<file path="src/rtl/exec_pkg.sv">
// exec_pkg: shared uop encodings, flag bit positions and widths for execute_core
package exec_pkg;
    localparam int DATA_W = 32;
    localparam int NREGS  = 16;
    localparam logic [4:0] UOP_AND = 5'h00;
    localparam logic [4:0] UOP_EOR = 5'h01;
    localparam logic [4:0] UOP_SUB = 5'h02;
    localparam logic [4:0] UOP_RSB = 5'h03;
    localparam logic [4:0] UOP_ADD = 5'h04;
    localparam logic [4:0] UOP_ADC = 5'h05;
    localparam logic [4:0] UOP_SBC = 5'h06;
    localparam logic [4:0] UOP_RSC = 5'h07;
    localparam logic [4:0] UOP_TST = 5'h08;
    localparam logic [4:0] UOP_TEQ = 5'h09;
    localparam logic [4:0] UOP_CMP = 5'h0A;
    localparam logic [4:0] UOP_CMN = 5'h0B;
    localparam logic [4:0] UOP_ORR = 5'h0C;
    localparam logic [4:0] UOP_MOV = 5'h0D;
    localparam logic [4:0] UOP_BIC = 5'h0E;
    localparam logic [4:0] UOP_MVN = 5'h0F;
    localparam int FLAG_Z = 3;
    localparam int FLAG_C = 2;
    localparam int FLAG_N = 1;
    localparam int FLAG_V = 0;
    // TST/TEQ/CMP/CMN occupy 01000..01011 and never write back
    function automatic logic is_compare(input logic [4:0] u);
        return u[4:2] == 3'b010;
    endfunction
endpackage

</file>
<file path="src/rtl/exec_alu.sv">
// exec_alu: combinational ALU producing result and next {Z,C,N,V} flags
module exec_alu #(
    parameter int W = exec_pkg::DATA_W
) (
    input  logic [W-1:0] lhs,
    input  logic [W-1:0] rhs,
    input  logic [4:0]   uop,
    input  logic         cin,
    input  logic [3:0]   flags_in,
    output logic [W-1:0] result,
    output logic [3:0]   flags
);
    import exec_pkg::*;
    logic [W-1:0] a;
    logic [W-1:0] b;
    logic [W-1:0] lres;
    logic [W:0]   sum;
    logic         c0;
    logic         arith;
    // Map every arithmetic op onto a single adder: subtraction is a + ~b + 1
    always_comb begin
        a = lhs;
        b = rhs;
        c0 = 1'b0;
        arith = 1'b1;
        case (uop)
            UOP_SUB, UOP_CMP: begin b = ~rhs; c0 = 1'b1; end
            UOP_RSB:          begin a = rhs; b = ~lhs; c0 = 1'b1; end
            UOP_ADD, UOP_CMN: c0 = 1'b0;
            UOP_ADC:          c0 = cin;
            UOP_SBC:          begin b = ~rhs; c0 = cin; end
            UOP_RSC:          begin a = rhs; b = ~lhs; c0 = cin; end
            default:          arith = 1'b0;
        endcase
    end
    assign sum = {1'b0, a} + {1'b0, b} + {{W{1'b0}}, c0};
    // Logical and move results
    always_comb begin
        case (uop)
            UOP_AND, UOP_TST: lres = lhs & rhs;
            UOP_EOR, UOP_TEQ: lres = lhs ^ rhs;
            UOP_ORR:          lres = lhs | rhs;
            UOP_MOV:          lres = rhs;
            UOP_BIC:          lres = lhs & ~rhs;
            UOP_MVN:          lres = ~rhs;
            default:          lres = '0;
        endcase
    end
    assign result = uop[4] ? '0 : (arith ? sum[W-1:0] : lres);
    // Reserved uops keep flags; logical ops pass C/V through
    always_comb begin
        flags = flags_in;
        if (!uop[4]) begin
            flags[FLAG_Z] = result == '0;
            flags[FLAG_N] = result[W-1];
            if (arith) begin
                flags[FLAG_C] = sum[W];
                flags[FLAG_V] = (a[W-1] == b[W-1]) && (sum[W-1] != a[W-1]);
            end
        end
    end
endmodule

</file>
<file path="src/rtl/execute_core.sv">
// execute_core: register file, ALU, PC and flag register of the execute stage
// Optional: define EXECUTE_CORE_PC_R15_EN to make read index 15 return the PC
module execute_core #(
    parameter int DATA_W = exec_pkg::DATA_W,
    parameter int NREGS  = exec_pkg::NREGS
) (
    input  logic              clock,
    input  logic              reset,
    input  logic              in_reg_enable,
    input  logic              wdata_sel,
    input  logic [DATA_W-1:0] ext_data,
    input  logic [3:0]        sel_in,
    input  logic [3:0]        sel_p0,
    input  logic [3:0]        sel_p1,
    input  logic [4:0]        uop,
    input  logic              set_flags,
    input  logic              pc_we,
    input  logic [DATA_W-1:0] pc_in,
    output logic [DATA_W-1:0] p0,
    output logic [DATA_W-1:0] p1,
    output logic [DATA_W-1:0] alu_out,
    output logic [3:0]        alu_flags,
    output logic [3:0]        flags_out,
    output logic [DATA_W-1:0] pc_out
);
    import exec_pkg::*;
    logic [DATA_W-1:0] regs [NREGS];
    logic [DATA_W-1:0] pc;
    logic [3:0]        flags;
    logic [DATA_W-1:0] wdata;
`ifdef EXECUTE_CORE_PC_R15_EN
    assign p0 = (sel_p0 == 4'd15) ? pc : regs[sel_p0];
    assign p1 = (sel_p1 == 4'd15) ? pc : regs[sel_p1];
`else
    assign p0 = regs[sel_p0];
    assign p1 = regs[sel_p1];
`endif
    assign wdata     = wdata_sel ? ext_data : alu_out;
    assign flags_out = flags;
    assign pc_out    = pc;
    exec_alu #(.W(DATA_W)) u_alu (
        .lhs      (p0),
        .rhs      (p1),
        .uop      (uop),
        .cin      (flags[FLAG_C]),
        .flags_in (flags),
        .result   (alu_out),
        .flags    (alu_flags)
    );
    // Register write-back; compare ops only update flags
    always_ff @(posedge clock or posedge reset) begin
        if (reset) begin
            for (int i = 0; i < NREGS; i++) regs[i] <= '0;
        end else if (in_reg_enable && !is_compare(uop)) begin
            regs[sel_in] <= wdata;
        end
    end
    // Status flags commit
    always_ff @(posedge clock or posedge reset) begin
        if (reset) flags <= '0;
        else if (set_flags) flags <= alu_flags;
    end
    // Program counter
    always_ff @(posedge clock or posedge reset) begin
        if (reset) pc <= '0;
        else if (pc_we) pc <= pc_in;
    end
endmodule

</file>
<file path="config.mk">
export PLATFORM = sky130hd
export DESIGN_NAME = execute_core
export DESIGN_NICKNAME = d
export VERILOG_FILES = /design/src/rtl/exec_pkg.sv /design/src/rtl/exec_alu.sv /design/src/rtl/execute_core.sv
export SDC_FILE = /design/constraint.sdc
export NUM_CORES = 2
export LEC_CHECK = 0
export ABC_AREA = 1
export BUFFER_PORTS_ARGS = -buffer_cell sky130_fd_sc_hd__buf_2
export CORE_ASPECT_RATIO = 0.5
export CORE_MARGIN = 10
export CORE_UTILIZATION = 25
export DETAILED_ROUTE_END_ITERATION = 10
export GPL_ROUTABILITY_DRIVEN = 0
export PLACE_DENSITY = 0.4
export SYNTH_ARGS = -nofsm -noshare
export SYNTH_HDL_FRONTEND = slang
export SYNTH_SLANG_ARGS = --single-unit
</file>
<file path="constraint.sdc">
create_clock -name clock -period 23.8 [get_ports clock]
set_input_delay 2.38 -clock clock [delete_from_list [all_inputs] [get_ports clock]]
set_output_delay 2.38 -clock clock [all_outputs]
set_load 0.01 [all_outputs]
</file>
==> metrics <==
status=complete, no violations; Setup CP Type=input pin to output port; IO Pins=223; maximum clock rate=0.0906 GHz; CP Buf/Inv Count=5; Die Y=between 200 and 300 um; minimum clock period=about 11 ns; Detail Route Antenna Nets=0; RSZ-0062 raised after global routing=no; Clock Skews=0.0357 ns; worst-case clock buffer depth=3; footprint of the multi-input gates=0.0189 mm2; design area=between 0.04 and 0.05 mm2; area delta synth->final=11.8%; Core ar.=between 0.1 and 0.15 mm2; max_cap viols=0; antenna fix cells=0; Worst-Margin Slew=1.10 ns; Fillers=16,000; main combinational cell family by area after synthesis=simple AND/OR/NAND/NOR gates; Synth Area in Adders=2.26%; Initial Utilization=25.1%; pin count of the biggest net entering global routing=186; DRT Pass-1 Iters=6; TNS Setup=0 ns; startpoint types=input pin; placed instance area=0.0389 mm2; max incr delay on CP=0.79 ns; worst skew pair latency=0.69 ns; antenna violations before repair=0; Synth Instances=roughly 5,400; Synth Cell Area=0.0366 mm2; final setup fails=0; Final Hold Fails=0; Final Max Tran Viols=0; CTS Buf Count=61; first-pass GRT wire length=243,000 um; Worst slew margin=26.3%; Peak VDD IR=60.0 uV; FF+latch count, synth=around 550; post-CTS setup buffers=0; CP delay by family, top=simple AND/OR/NAND/NOR gates; CP arrival=8.66 ns; Place WS=12.89 ns; full die area=0.163 mm2; mux cell area share after synthesis=0.984%; syn_nets=5,531; Period Utilization, post-route=46.4%; Root Driver=clkbuf_16; post-synthesis average cell area=6.81 um2; clk sinks=approximately 550; Async S/R FF share, synth=100%; worst-path fanout max=125; number of global-route vias before repair=approximately 35,000; post-CTS sizing=0; Unique masters post-synth=41; routed wire length=164,000 um; Buffers on Ports=222; CTS tree=done; post-route setup slack=12.76 ns; fraction of layout cells with a size suffix above 1=10.3%; gr ovfl total=0; compound-cell area share of the yosys netlist=between 15 and 20%; # DRC=0; Post-DP HPWL=105,000 um; pwr dens=80.9 mW/mm2; Hold Path Class=register to register; Max H-tree Level=2; 1st-iter DRT viols=3,818; sequential area share after synthesis=between 30 and 40%; Total Routing Usage GR=19.3%; crit end category=output port; Req. time, crit path=21.42 ns; detailed-route vias per instance=5.02; die width=561 um; Yosys warnings=0; Synth Area in Simple Gates=between 30 and 40%; critical path's slowest cell=buf_4; row cnt=99; main flop type after synthesis=dfrtp_1; Clock transition at path regs=approximately 0.05 ns; Final #Nets=5,501; # hold bufs at CTS=0; Crit path top cell by count=nand2_1; post-synthesis xor/xnor area fraction=0%; vias=37,000; leakage power=19.6 nW; Post-synth EDFFs=0; Routed WL per cell=22.3 um; Storage cell area=roughly 0.014 mm2
synthesized netlist by cell type (35+ instances only):
library cell | number | area share [%]
inv_1 | 513 | 5.3
nand3_1 | 655 | 9.0
nand2_1 | 1757 | 18
buf_1 | 35 | 0.36
o211ai_1 | 232 | 4.8
nor2_1 | 194 | 2.0
buf_4 | 39 | 0.80
a21oi_1 | 170 | 2.3
buf_2 | 112 | 1.5
dfrtp_1 | 548 | 37
ha_1 | 63 | 2.2
o21ai_0 | 610 | 8.3
clkbuf_1 | 169 | 1.7
layer usage:
| layer | track usage [%] | wire length, um | vias to the layer above |
|---|---|---|---|
| met5 | 0 | 0 | - |
| met4 | 5.69 | 5030 | 0 |
| met3 | 1.96 | 8270 | 212 |
| met2 | 32.3 | 76400 | 1200 |
| met1 | 26.1 | 74400 | 18000 |
| li1 | - | - | 17600 |
power by group:
| group | switching (mW) | internal, mW |
|---|---|---|
| clock | 0.441 | 0.592 |
| combinational | 0.673 | 0.319 |
| sequential | 0.139 | 1.15 |
| total | 1.25 | 2.06 |
registers in the layout (all words and copies together) (netlist names):
name,count
pc_out,32
regs,512
flags_out,4
layout by cell type, fill, tap and decap left out, drive strengths merged, types with 27 or more instances in the layout:
master,n
a21oi,170
nor2,202
mux2,32
ha,63
inv,529
o221ai,32
o21ai,660
nand3,678
or2,27
buf,295
nand2,1773
dfrtp,548
o211ai,232
clkbuf,93
cells by family (layout without fill, tap and decap cells):
family / after synthesis / after routing
AO/OA/AOI/OAI: 1106 / 1106
adder cells (fa/ha/maj): 65 / 65
buffers and inverters: 918 / 937
flip-flops: 548 / 548
multiplexers: 32 / 32
AND/OR/NAND/NOR: 2710 / 2710
path summary, 6_finish.rpt:
kind	start	to	slack (ns)	cells past startpoint
setup / recovery	sel_p1[0]	alu_flags[3]	12.76	29
hold / removal	regs[205]	regs[205]	0.48	2
setup reg to reg	regs[352]	regs[346]	19.06	22
hold reg to reg	regs[205]	regs[205]	0.48	2
max in group asynchronous	reset	regs[310]	18.89	5
min in group asynchronous	reset	pc_out[24]	1.81	2
worst register-to-register path, delay by kind of cell, from the launching register on:
kind            cells  cell delay [ns]
compound gates      4             1.25
fa+ha+maj           2             0.98
buf+inv             1             0.11
flops               1             0.39
simple gates       15             1.93
area by class of cell:
class	count	area share [%]
clock buffers	93	4.36
clock inverters	19	0.749
inverters	530	4.89
multi-input cells	3913	46.3
flip-flops and latches	548	33.5
well taps	1969	6.02
repair buffers	295	4.23
stage by stage:
stage / utilization, % / power (mW) / hold slack (ns) / std cells
floorplan: - / 1.96 / 0.453 / 5379
global placement: 26.7 / 2.27 / 0.466 / 7255
detailed placement: 26.7 / 2.29 / 0.473 / 7255
CTS: 28.1 / 3.34 / 0.488 / 7367
global route: 28.1 / 3.54 / 0.506 / 7367
finish: 28.1 / 3.31 / 0.484 / 7367
Note: power is estimated with default switching activity, not from simulation.
